[config.mk]
export PLATFORM = sky130hd
export DESIGN_NAME = div_ctrl_seq
export DESIGN_NICKNAME = d
export VERILOG_FILES = /design/src/rtl/div_pkg.sv /design/src/rtl/div_iter_cnt.sv /design/src/rtl/div_ctrl_seq.sv
export SDC_FILE = /design/constraint.sdc
export NUM_CORES = 1
export LEC_CHECK = 0
export BUFFER_PORTS_ARGS = -buffer_cell sky130_fd_sc_hd__buf_2
export CAP_MARGIN = 40
export CORE_AREA = 2 2 39 41
export CTS_BUF_LIST = sky130_fd_sc_hd__clkbuf_8
export CTS_CLUSTER_SIZE = 14
export DETAILED_ROUTE_END_ITERATION = 6
export DIE_AREA = 0 0 41 43
export HOLD_SLACK_MARGIN = 0.15
export PLACE_DENSITY_LB_ADDON = 0.08
export SLEW_MARGIN = 5
export SYNTH_ARGS = -nofsm -noshare
export SYNTH_HDL_FRONTEND = slang
export SYNTH_SLANG_ARGS = --single-unit
[constraint.sdc]
create_clock -name CLK -period 1.9 [get_ports CLK]
set_input_delay 0.19 -clock CLK [delete_from_list [all_inputs] [get_ports CLK]]
set_output_delay 0.19 -clock CLK [all_outputs]
set_load 0.01 [all_outputs]
[src/rtl/div_pkg.sv]
`default_nettype none
// +----------------------------------------------------------------------+
// | div_pkg : shared state encoding and sizing for the divider sequencer |
// | rev 1.0                                                              |
// +----------------------------------------------------------------------+
package div_pkg;

   localparam int DIV_N     = 8;
   localparam int DIV_CNT_W = 3;

   typedef enum logic [3:0] {
      ST_IDLE    = 4'd0,
      ST_LD_M    = 4'd1,
      ST_LD_Q    = 4'd2,
      ST_SHIFT   = 4'd3,
      ST_SUB     = 4'd4,
      ST_SETQ    = 4'd5,
      ST_RESTORE = 4'd6,
      ST_OUT_Q   = 4'd7,
      ST_OUT_A   = 4'd8,
      ST_DONE    = 4'd9
   } div_state_t;

endpackage
`default_nettype wire

[src/rtl/div_iter_cnt.sv]
`default_nettype none
// +----------------------------------------------------------------------+
// | div_iter_cnt : restoring-iteration counter, saturates at N-1         |
// | rev 1.0                                                              |
// +----------------------------------------------------------------------+
module div_iter_cnt
   import div_pkg::*;
#(
   parameter int N     = DIV_N,
   parameter int CNT_W = DIV_CNT_W
) (
   input  logic CLK,
   input  logic RESET,
   input  logic clr,
   input  logic inc,
   output logic last
);

   logic [CNT_W-1:0] cnt;

   // Never advances past N-1, so the count cannot wrap.
   always_ff @(posedge CLK) begin
      if (RESET || clr) begin
         cnt <= '0;
      end else if (inc && !last) begin
         cnt <= cnt + CNT_W'(1);
      end
   end

   assign last = (cnt == CNT_W'(N - 1));

endmodule
`default_nettype wire

[src/rtl/div_ctrl_seq.sv]
`default_nettype none
// +----------------------------------------------------------------------+
// | div_ctrl_seq : control-strobe sequencer for the 8-bit restoring divider |
// | rev 1.0                                                              |
// +----------------------------------------------------------------------+
module div_ctrl_seq
   import div_pkg::*;
#(
   parameter int N     = DIV_N,
   parameter int CNT_W = DIV_CNT_W
) (
   input  logic CLK,
   input  logic RESET,
   input  logic start,
   input  logic sign,
   output logic c0,
   output logic c1,
   output logic c2,
   output logic c3,
   output logic c4,
   output logic c6,
   output logic c7,
   output logic c8,
   output logic busy,
   output logic done
);

   div_state_t state;
   logic       cnt_clr;
   logic       cnt_inc;
   logic       cnt_last;

   assign cnt_clr = (state == ST_LD_Q);
   assign cnt_inc = !cnt_last &&
                    (((state == ST_SETQ) && !sign) || (state == ST_RESTORE));

   div_iter_cnt #(
      .N     (N),
      .CNT_W (CNT_W)
   ) u_cnt (
      .CLK   (CLK),
      .RESET (RESET),
      .clr   (cnt_clr),
      .inc   (cnt_inc),
      .last  (cnt_last)
   );

   always_ff @(posedge CLK) begin
      if (RESET) begin
         state <= ST_IDLE;
      end else begin
         case (state)
            ST_IDLE:    if (start) state <= ST_LD_M;
            ST_LD_M:    state <= ST_LD_Q;
            ST_LD_Q:    state <= ST_SHIFT;
            ST_SHIFT:   state <= ST_SUB;
            ST_SUB:     state <= ST_SETQ;
            ST_SETQ: begin
               // A negative trial difference takes the restore detour first.
               if (sign)          state <= ST_RESTORE;
               else if (cnt_last) state <= ST_OUT_Q;
               else               state <= ST_SHIFT;
            end
            ST_RESTORE: state <= cnt_last ? ST_OUT_Q : ST_SHIFT;
            ST_OUT_Q:   state <= ST_OUT_A;
            ST_OUT_A:   state <= ST_DONE;
            ST_DONE:    state <= ST_IDLE;
            default:    state <= ST_IDLE;
         endcase
      end
   end

   // Strobes are pure decodes of the state register.
   assign c0   = (state == ST_LD_M);
   assign c1   = (state == ST_LD_Q);
   assign c4   = (state == ST_SHIFT);
   assign c3   = (state == ST_SUB);
   assign c2   = (state == ST_SETQ);
   assign c7   = (state == ST_RESTORE);
   assign c6   = (state == ST_OUT_Q);
   assign c8   = (state == ST_OUT_A);
   assign done = (state == ST_DONE);
   assign busy = (state != ST_IDLE);

endmodule
`default_nettype wire

==> results of run 1 <==
-- area by class of cell --
cell class | instances | area, um2
clock inverter | 1 | 3.754
clock buffer | 3 | 41.29
tap | 16 | 20.02
inverter | 2 | 7.507
fill | 145 | 783.3
sequential | 7 | 140.1
multi-input combinational | 44 | 315.3
timing repair buffer | 14 | 72.57
-- sequential cells by signal, indices dropped and copies added (netlist names) --
name       count
u_cnt.cnt      3
state          4
-- power by group through the flow --
stage               sequential, mW  clock, mW  combinational, mW
finish                       0.177      0.198             0.0874
global route                 0.180      0.216             0.0993
CTS                          0.176      0.204             0.0887
detailed placement           0.179          0             0.0883
global placement             0.179          0             0.0879
floorplan                    0.162          0             0.0812
-- cells in the mapped netlist (all sizes together) (2+ instances only) --
cell	instances	share of area (%)
dfxtp	7	29
nor3b	3	5.7
nor2b	2	2.6
ha	2	5.1
nand3b	5	7.7
nand2	2	1.5
nor2	7	5.4
nor3	5	5.1
mux2i	3	6.2
or3b	2	3.6
nand2b	2	2.6
buf	4	4.1
inv	2	1.5
-- per-stage QoR --
step / hold WS (ns) / cells
floorplan: 0.2667 / 58
global placement: 0.4748 / 83
detailed placement: 0.4789 / 83
CTS: 0.2482 / 87
global route: 0.2567 / 87
finish: 0.2500 / 87
-- kinds of logic (layout without fill, tap and decap cells) --
logic type,count (synthesis),after routing
compound gates,7,7
xor+xnor,1,1
fa+ha+maj,2,2
buf+inv,7,20
flops,7,7
mux,3,3
simple gates,31,31
-- worst max-delay path, delay by kind of cell (launching register included) --
| family | cells | cell delay (ns) |
|---|---|---|
| buffers and inverters | 2 | 0.20 |
| flip-flops | 1 | 0.54 |
| AND/OR/NAND/NOR | 1 | 0.62 |
-- worst min-delay path by stage --
stage | from | endpoint | slack (ns) | cells after the start
after floorplan | RESET | state[1]$_SDFFE_PP0P_ | 0.27 | 1
after global placement | RESET | state[1]$_SDFFE_PP0P_ | 0.47 | 2
after detailed placement | RESET | state[1]$_SDFFE_PP0P_ | 0.48 | 2
after CTS | RESET | state[1]$_SDFFE_PP0P_ | 0.25 | 2
after global routing | RESET | state[1]$_SDFFE_PP0P_ | 0.26 | 2
final | RESET | state[1]$_SDFFE_PP0P_ | 0.25 | 2
-- metal layers --
metal	vias to the layer above	track usage, %	share of wire [%]
met5	-	0	0
met4	0	12.00	1.5
met3	2	3.141	5.5
met2	11	18.13	44
met1	201	16.50	49
li1	231	-	-
==> metrics, run 1 <==
CP Class flop to output port; IO Pins 14; Max-Cap Viols 0; Psw 124.2 uW; Num CTS Buffers 3; core area 1384 um2; commonest non-fill, non-tap cell in the layout buf_2; Initial Utilization a little over a third; root buffer cell clkbuf_8; Max Clk Rate 564.7 MHz; Fin Setup TNS 0 ns; syn_nets 64; share of cells above drive strength 1 roughly 28%; Die X 41 um; worst-margin pin slew 0.4508 ns; Rel. slew slack 69.90%; Post-synth EDFFs 0; Synth Instances 58; CTS Sinks 7; combinational share of power 18.9%; initial antenna violation count 0; R2R depth 3; main combinational cell family by area after synthesis simple AND/OR/NAND/NOR gates; total power about 460 uW; post-CTS setup buffer count 0; final wirelength approximately 1000 um; placement row count 14; fin. max-slew vios 0; synthesized cell area approximately 490 um2; drt first pass iters 4; Slowest cell on crit path or4b_1; Simple-Gate Fraction of Synth Area 38.82%; maximum number of pins on one net before global-route repair 16; Worst-Skew Late Latency 0.22 ns; final setup fails 0; DR vias 445; Core Util, Final between 40% and 50%; P per Cell Area 768.8 nW/um2; first-pass GRT wire length 1538 um; Placed Area 555.5 um2; Synth Area in Compound Gates 12.85%; port bufs 13; design area approximately 600 um2; area grow syn2layout 23.39%; crit path capture c1; Seq cells post-synth 7; Die H 43 um; Post-CTS Resized 0; fin worst setup slack around 0.13 ns; nets 78; CP Capture Type output port; Clk pin slew, worst setup/hold paths 0.04 ns; Hold Fails Final Rpt 0; Initial DRC Count 6; critical path's largest stage delay a little over 0.6 ns; CTS tree yes; Post-CTS Hold Buffers 0; Ys Warns 0; sequential share of power 38.3%; routed length per instance 11.20 um; Placer Congestion 0.6642; Critical Path Start state[1]$_SDFFE_PP0P_; unrepaired setup endpoints after global routing no; Mean Syn Cell Area 8.392 um2; CP arrival 1.58 ns; Distinct cells, synth 27; Critical R2R Launch state[1]$_SDFFE_PP0P_; Pleak 0.2913 nW; Max clock buf depth 2; DR DRC count 0; Worst VDD drop 0.4204 mV; reg-to-reg critical path endpoint u_cnt.cnt[0]$_SDFFE_PP0P_; antenna cells 0; post-route ant nets 0; total die area approximately 1800 um2; HP Class primary input to flop; Seq/Total Area, Yosys 28.79%; status finished, final reports clean; Worst Path Max Fanout 13; Worst Skew between 0.002 and 0.003 ns; dpl hpwl approximately 730 um; total track usage 13.38%; dpl ws around 0.36 ns; Critical Path, Cell by Cell or4b_1 -> inv_2 -> buf_2; vias in the first global route 363; adder-cell share of the synthesized area 5.141%; DR vias/cell 5.115; reg2reg setup slack 0.35 ns; Post-synth ARST share 0%; Final Cycle Share 93.21%; mux cell area share after synthesis 6.170%; switching share of power 26.90%; Worst Path Required 1.71 ns; top_reg_cell synth dfxtp_1; H-tree depth 1; post-synthesis xor/xnor area fraction between 1.5 and 2%; Clk pwr share 42.8%; most frequent cells in the layout 13 x buf_2, 7 x nor2_1, 7 x dfxtp_1, 5 x nor3_1, 5 x nand3b_1; internal power 337.5 uW; global route overflow 0; startpoint types flop; Tmin final between 1.5 and 2 ns
Power figures use the tool's default switching activity.
==> run 2: changes to the inputs <==
--- a/config.mk
+++ b/config.mk
@@ -7,11 +7,13 @@
 export LEC_CHECK = 0
 export BUFFER_PORTS_ARGS = -buffer_cell sky130_fd_sc_hd__buf_2
 export CAP_MARGIN = 40
-export CORE_AREA = 2 2 39 41
+export CELL_PAD_IN_SITES_DETAIL_PLACEMENT = 0
+export CELL_PAD_IN_SITES_GLOBAL_PLACEMENT = 1
+export CORE_MARGIN = 2
+export CORE_UTILIZATION = 37
 export CTS_BUF_LIST = sky130_fd_sc_hd__clkbuf_8
 export CTS_CLUSTER_SIZE = 14
 export DETAILED_ROUTE_END_ITERATION = 6
-export DIE_AREA = 0 0 41 43
 export HOLD_SLACK_MARGIN = 0.15
 export PLACE_DENSITY_LB_ADDON = 0.08
 export SLEW_MARGIN = 5
==> run 2 against run 1 <==
Die area is 8.0% lower. Largest cell class unchanged. Worst setup slack worse by 0.024 ns. Clock skew about the same. Global-route usage rose by 1.4 points. Highest routed layer unchanged. Worst hold slack lost 0.014 ns. Largest power group unchanged.
==> metrics, run 2 (synthesis results as in run 1) <==
Psw 131.2 uW; Final Cycle Share 94.46%; final setup fails 0; sequential share of power 37.9%; P per Cell Area 782.7 nW/um2; Worst-Skew Late Latency 0.23 ns; CP arrival 1.60 ns; Max-Cap Viols 0; CP Class flop to output port; Buf/Inv on CP 2; Post-CTS Hold Buffers 0; Min-Delay Startpoint RESET; commonest non-fill, non-tap cell in the layout buf_2; initial antenna violation count 0; area grow syn2layout 23.14%; Fin Setup TNS 0 ns; post-route ant nets 0; Post-CTS Resized 0; Top delay family on crit path simple AND/OR/NAND/NOR gates; design area roughly 600 um2; Hold Fails Final Rpt 0; Critical R2R Launch state[1]$_SDFFE_PP0P_; WL met2 466 um; critical path's largest stage delay 0.63 ns; Placed Area 554.3 um2; reg-to-reg critical path endpoint u_cnt.cnt[0]$_SDFFE_PP0P_; Tmin final approximately 1.8 ns; dpl cells 82; largest register by flop count state; Critical Path, Cell by Cell or4b_1 -> inv_2 -> buf_2; Max Clk Rate 557.2 MHz; placement row count 13; vias in the first global route around 350; number of cells on the critical path 3; max FFs per register 4; total track usage 14.76%; core area 1269 um2; internal power roughly 340 uW; R2R depth 3; port bufs 13; global route overflow 0; Initial Utilization 38.36%; switching share of power 27.97%; first-pass GRT wire length about 1500 um; Slowest cell on crit path or4b_1; top flop regs state: 4 flops, u_cnt.cnt: 3 flops; Pleak 0.2913 nW; DR vias/cell 5.151; hold path depth 2; fin. max-slew vios 0; DR DRC count 0; status finished, final reports clean; Die X slightly above 40 um; DRT met1 WL 501 um; Clk pin slew, worst setup/hold paths ~0.040 ns; dpl hpwl 740.6 um; startpoint types flop; Met3 Wirelength 72 um; Initial DRC Count 4; Worst Path Required 1.71 ns; unrepaired setup endpoints after global routing no; CTS Sinks 7; total die area between 1500 and 2000 um2; share of cells above drive strength 1 roughly 28%; routed length per instance 12.17 um; Worst VDD drop between 0.3 and 0.4 mV; Rel. slew slack 68.71%; post-CTS setup buffer count 0; Worst Path Max Fanout 13; fin worst setup slack 0.1052 ns; drt first pass iters 4; combinational share of power a little under a fifth; Max clock buf depth 2; root buffer cell clkbuf_8; worst-margin pin slew 0.4687 ns; H-tree depth 1; nets 78; IO Pins 14; maximum number of pins on one net before global-route repair 16; crit path capture c1; Clk pwr share a little over two fifths; dpl ws 0.3478 ns; Num CTS Buffers 3; most frequent cells in the layout 13 x buf_2, 7 x nor2_1, 7 x dfxtp_1, 5 x nor3_1, 5 x nand3b_1; antenna cells 0; final wirelength 1047 um; CP Capture Type output port; HP Class primary input to flop; Critical Path Start state[1]$_SDFFE_PP0P_; final cell count without fillers 86; Placer Congestion a little over 0.7; Worst Skew around 0.0025 ns; reg2reg setup slack 0.32 ns; CTS tree yes; Die H 40.27 um; Top Layer Used met4; Core Util, Final 47.24%; DR vias 443
[run 2: cell counts in the layout (fill, tap and decap cells not counted)]
No cell type changed its count.
[run 2: cell type report]
cell class                      count  area (um2)
Fill cell                         135       669.4
Timing Repair Buffer               14       72.57
Multi-Input combinational cell     44       315.3
Clock buffer                        3       41.29
Clock inverter                      1       3.754
Tap cell                           15       18.77
Inverter                            2       7.507
Sequential cell                     7       140.1
[run 2: worst min-delay path by stage]
stage	slack, ns	end
finish	0.24	state[1]$_SDFFE_PP0P_
global route	0.26	state[1]$_SDFFE_PP0P_
CTS	0.24	state[1]$_SDFFE_PP0P_
detailed placement	0.48	state[1]$_SDFFE_PP0P_
global placement	0.47	state[1]$_SDFFE_PP0P_
floorplan	0.27	state[1]$_SDFFE_PP0P_
[run 2: layer usage]
| layer | track usage (%) | vias up |
|---|---|---|
| li1 | - | 232 |
| met1 | 18.21 | 195 |
| met2 | 22.58 | 14 |
| met3 | 3.333 | 2 |
| met4 | 10.00 | 0 |
| met5 | 0 | - |
[run 2: worst reg2reg max path: stages (launching register included)]
cell and delay (ns):
dfxtp_1 0.55, or4b_1 0.63, or3b_1 0.22, mux2i_1 0.06
[run 2: stage by stage]
stage | power (mW) | hold slack, ns
finish | 0.4691 | 0.2358
global route | 0.5040 | 0.2626
CTS | 0.4759 | 0.2366
detailed placement | 0.2677 | 0.4765
global placement | 0.2672 | 0.4698
floorplan | 0.2435 | 0.2667
[run 2: power groups by stage]
stage / registers, mW / logic (mW) / clock network [mW]
global route: 0.180 / 0.0998 / 0.224
floorplan: 0.162 / 0.0812 / 0
CTS: 0.177 / 0.0885 / 0.210
global placement: 0.180 / 0.0876 / 0
finish: 0.178 / 0.0881 / 0.203
detailed placement: 0.180 / 0.0882 / 0
==> run 3: changes to the inputs <==
--- a/config.mk
+++ b/config.mk
@@ -5,14 +5,15 @@
 export SDC_FILE = /design/constraint.sdc
 export NUM_CORES = 1
 export LEC_CHECK = 0
+export ABC_AREA = 1
 export BUFFER_PORTS_ARGS = -buffer_cell sky130_fd_sc_hd__buf_2
 export CAP_MARGIN = 40
 export CELL_PAD_IN_SITES_DETAIL_PLACEMENT = 0
 export CELL_PAD_IN_SITES_GLOBAL_PLACEMENT = 1
 export CORE_MARGIN = 2
-export CORE_UTILIZATION = 37
+export CORE_UTILIZATION = 36
 export CTS_BUF_LIST = sky130_fd_sc_hd__clkbuf_8
-export CTS_CLUSTER_SIZE = 14
+export CTS_CLUSTER_SIZE = 10
 export DETAILED_ROUTE_END_ITERATION = 6
 export HOLD_SLACK_MARGIN = 0.15
 export PLACE_DENSITY_LB_ADDON = 0.08
==> run 3 against run 2 <==
Count of clock-buffer cells in the layout is the same. Sequential power fell by 7%. Clock skew decreased by 0.0014 ns. Wire length down 11%. Critical path depth stayed put. Flip-flop and latch count unchanged. Synthesized cell count increased by 19%. Clock power fell by 4%. Non-clock buffer count is 1 lower. First-iteration DRC count increased by 50%. Worst hold slack worse by 0.031 ns. Highest routed layer unchanged.
==> metrics, run 3 <==
largest register by flop count state; Seq cells post-synth 7; Pleak 0.3248 nW; startpoint types flop; global route overflow 0; Clk pin slew, worst setup/hold paths 0.04 ns; Die H 41.01 um; Worst-Skew Late Latency 0.22 ns; internal power 328.0 uW; Max Clk Rate 736.9 MHz; final setup fails 0; CP Class flop to output port; fin worst setup slack 0.5430 ns; Initial Utilization 38.36%; Buf/Inv on CP 2; max FFs per register 4; fin. max-slew vios 0; most frequent cells in the layout 13 x buf_2, 12 x nor2_1, 11 x inv_1, 11 x nand2_1, 7 x dfxtp_1; total die area 1681 um2; switching share of power 27.42%; Critical Path, Cell by Cell inv_1 -> nor3_2 -> buf_2; Top delay family on crit path flip-flops; dpl ws 0.6877 ns; Seq/Total Area, Yosys 28.43%; Worst Path Max Fanout 5; CTS Sinks 7; syn_nets 75; dpl hpwl between 800 and 900 um; Placer Congestion about 0.7; CP Capture Type output port; top cells by count, synth 12 x nor2_1, 11 x nand2_1, 10 x inv_1; Rel. slew slack 84.80%; Max-Cap Viols 0; unrepaired setup endpoints after global routing no; Tmin final roughly 1.4 ns; final wirelength about 940 um; total track usage between 10% and 20%; nets 93; P per Cell Area 726.7 nW/um2; share of cells above drive strength 1 36.05%; Ys Warns 0; H-tree depth 1; critical path's largest stage delay 0.43 ns; initial antenna violation count 0; Num CTS Buffers 3; antenna cells 0; vias in the first global route 368; Worst Path Required 1.71 ns; top flop regs state: 4 flops, u_cnt.cnt: 3 flops; Worst Skew 0.001075 ns; post-synth top area share 28.43%; maximum number of pins on one net before global-route repair 8; Synth Instances 69; DR vias/cell 4.515; Hold Fails Final Rpt 0; top-count cell post-synth nor2_1; Die X 41.01 um; placement row count 13; DR vias 456; core area 1285 um2; Post-synth ARST share 0%; largest cells by area after synthesis dfxtp_1 28%, nor2_1 9.1%, nand2_1 8.4%; combinational share of power 20.1%; CTS tree yes; IO Pins 14; Mean Syn Cell Area 7.145 um2; Final Cycle Share 71.42%; post-CTS setup buffer count 0; top_reg_cell synth dfxtp_1; DR DRC count 0; Core Util, Final 48.39%; post-route ant nets 0; root buffer cell clkbuf_8; HP Class primary input to flop; Post-CTS Resized 0; synthesized cell area roughly 490 um2; Worst VDD drop 0.3387 mV; Post-CTS Hold Buffers 0; routed length per instance ~9.3 um; largest area contributor in the netlist dfxtp_1; Max clock buf depth 2; drt first pass iters 4; first-pass GRT wire length 1469 um; status finished, final reports clean; area grow syn2layout 26.14%; worst-margin pin slew 0.2276 ns; port bufs 13; CP arrival 1.17 ns; commonest non-fill, non-tap cell in the layout buf_2; sequential share of power 36.8%; Fin Setup TNS 0 ns; Distinct cells, synth 20; Initial DRC Count 6; Post-synth EDFFs 0; Clk pwr share 43.1%; Psw around 120 uW; Slowest cell on crit path dfxtp_1
run 3: metal layers:
layer	track usage, %	wire, um
met5	0	0
met4	5.000	6
met3	3.261	30
met2	23.44	473
met1	15.74	424
run 3: logic make-up (layout without fill, tap and decap cells):
| group | Yosys count | after routing | synth area share, % |
|---|---|---|---|
| compound gates | 6 | 6 | 6.345 |
| fa+ha+maj | 2 | 2 | 5.075 |
| flops | 7 | 7 | 28.43 |
| buf+inv | 13 | 30 | 9.899 |
| simple gates | 41 | 41 | 50.25 |
run 3: final cells by class:
class,count,area [um2]
Fill cell,138,663.1
Multi-Input combinational cell,49,304.0
Sequential cell,7,140.1
Timing Repair Buffer,13,65.06
Inverter,13,48.80
Clock buffer,3,41.29
Tap cell,15,18.77
Clock inverter,1,3.754
run 3: path summary, 6_finish.rpt:
kind | from | end | slack (ns) | cells after the start
worst max-delay path | state[1]$_SDFFE_PP0P_ | c1 | 0.54 | 3
worst min-delay path | RESET | state[2]$_SDFFE_PP0P_ | 0.21 | 2
worst max register to register | u_cnt.cnt[0]$_SDFFE_PP0P_ | u_cnt.cnt[0]$_SDFFE_PP0P_ | 0.69 | 6
worst min register to register | u_cnt.cnt[1]$_SDFFE_PP0P_ | u_cnt.cnt[1]$_SDFFE_PP0P_ | 0.49 | 2
run 3: stage by stage:
step / area [um2] / hold slack (ns) / cells / total power, mW
after global routing: 621.8 / 0.2155 / 101 / 0.4831
after floorplan: 493.0 / 0.2594 / 69 / 0.2332
after global placement: 576.8 / 0.4494 / 97 / 0.2620
after detailed placement: 576.8 / 0.4334 / 97 / 0.2606
after CTS: 621.8 / 0.2025 / 101 / 0.4601
final: 621.8 / 0.2051 / 101 / 0.4519
run 3: power groups by stage:
stage | clock network (mW) | registers (mW) | logic [mW]
finish | 0.195 | 0.166 | 0.0907
detailed placement | 0 | 0.169 | 0.0919
floorplan | 0 | 0.167 | 0.0663
CTS | 0.202 | 0.166 | 0.0923
global placement | 0 | 0.169 | 0.0934
global route | 0.212 | 0.167 | 0.104
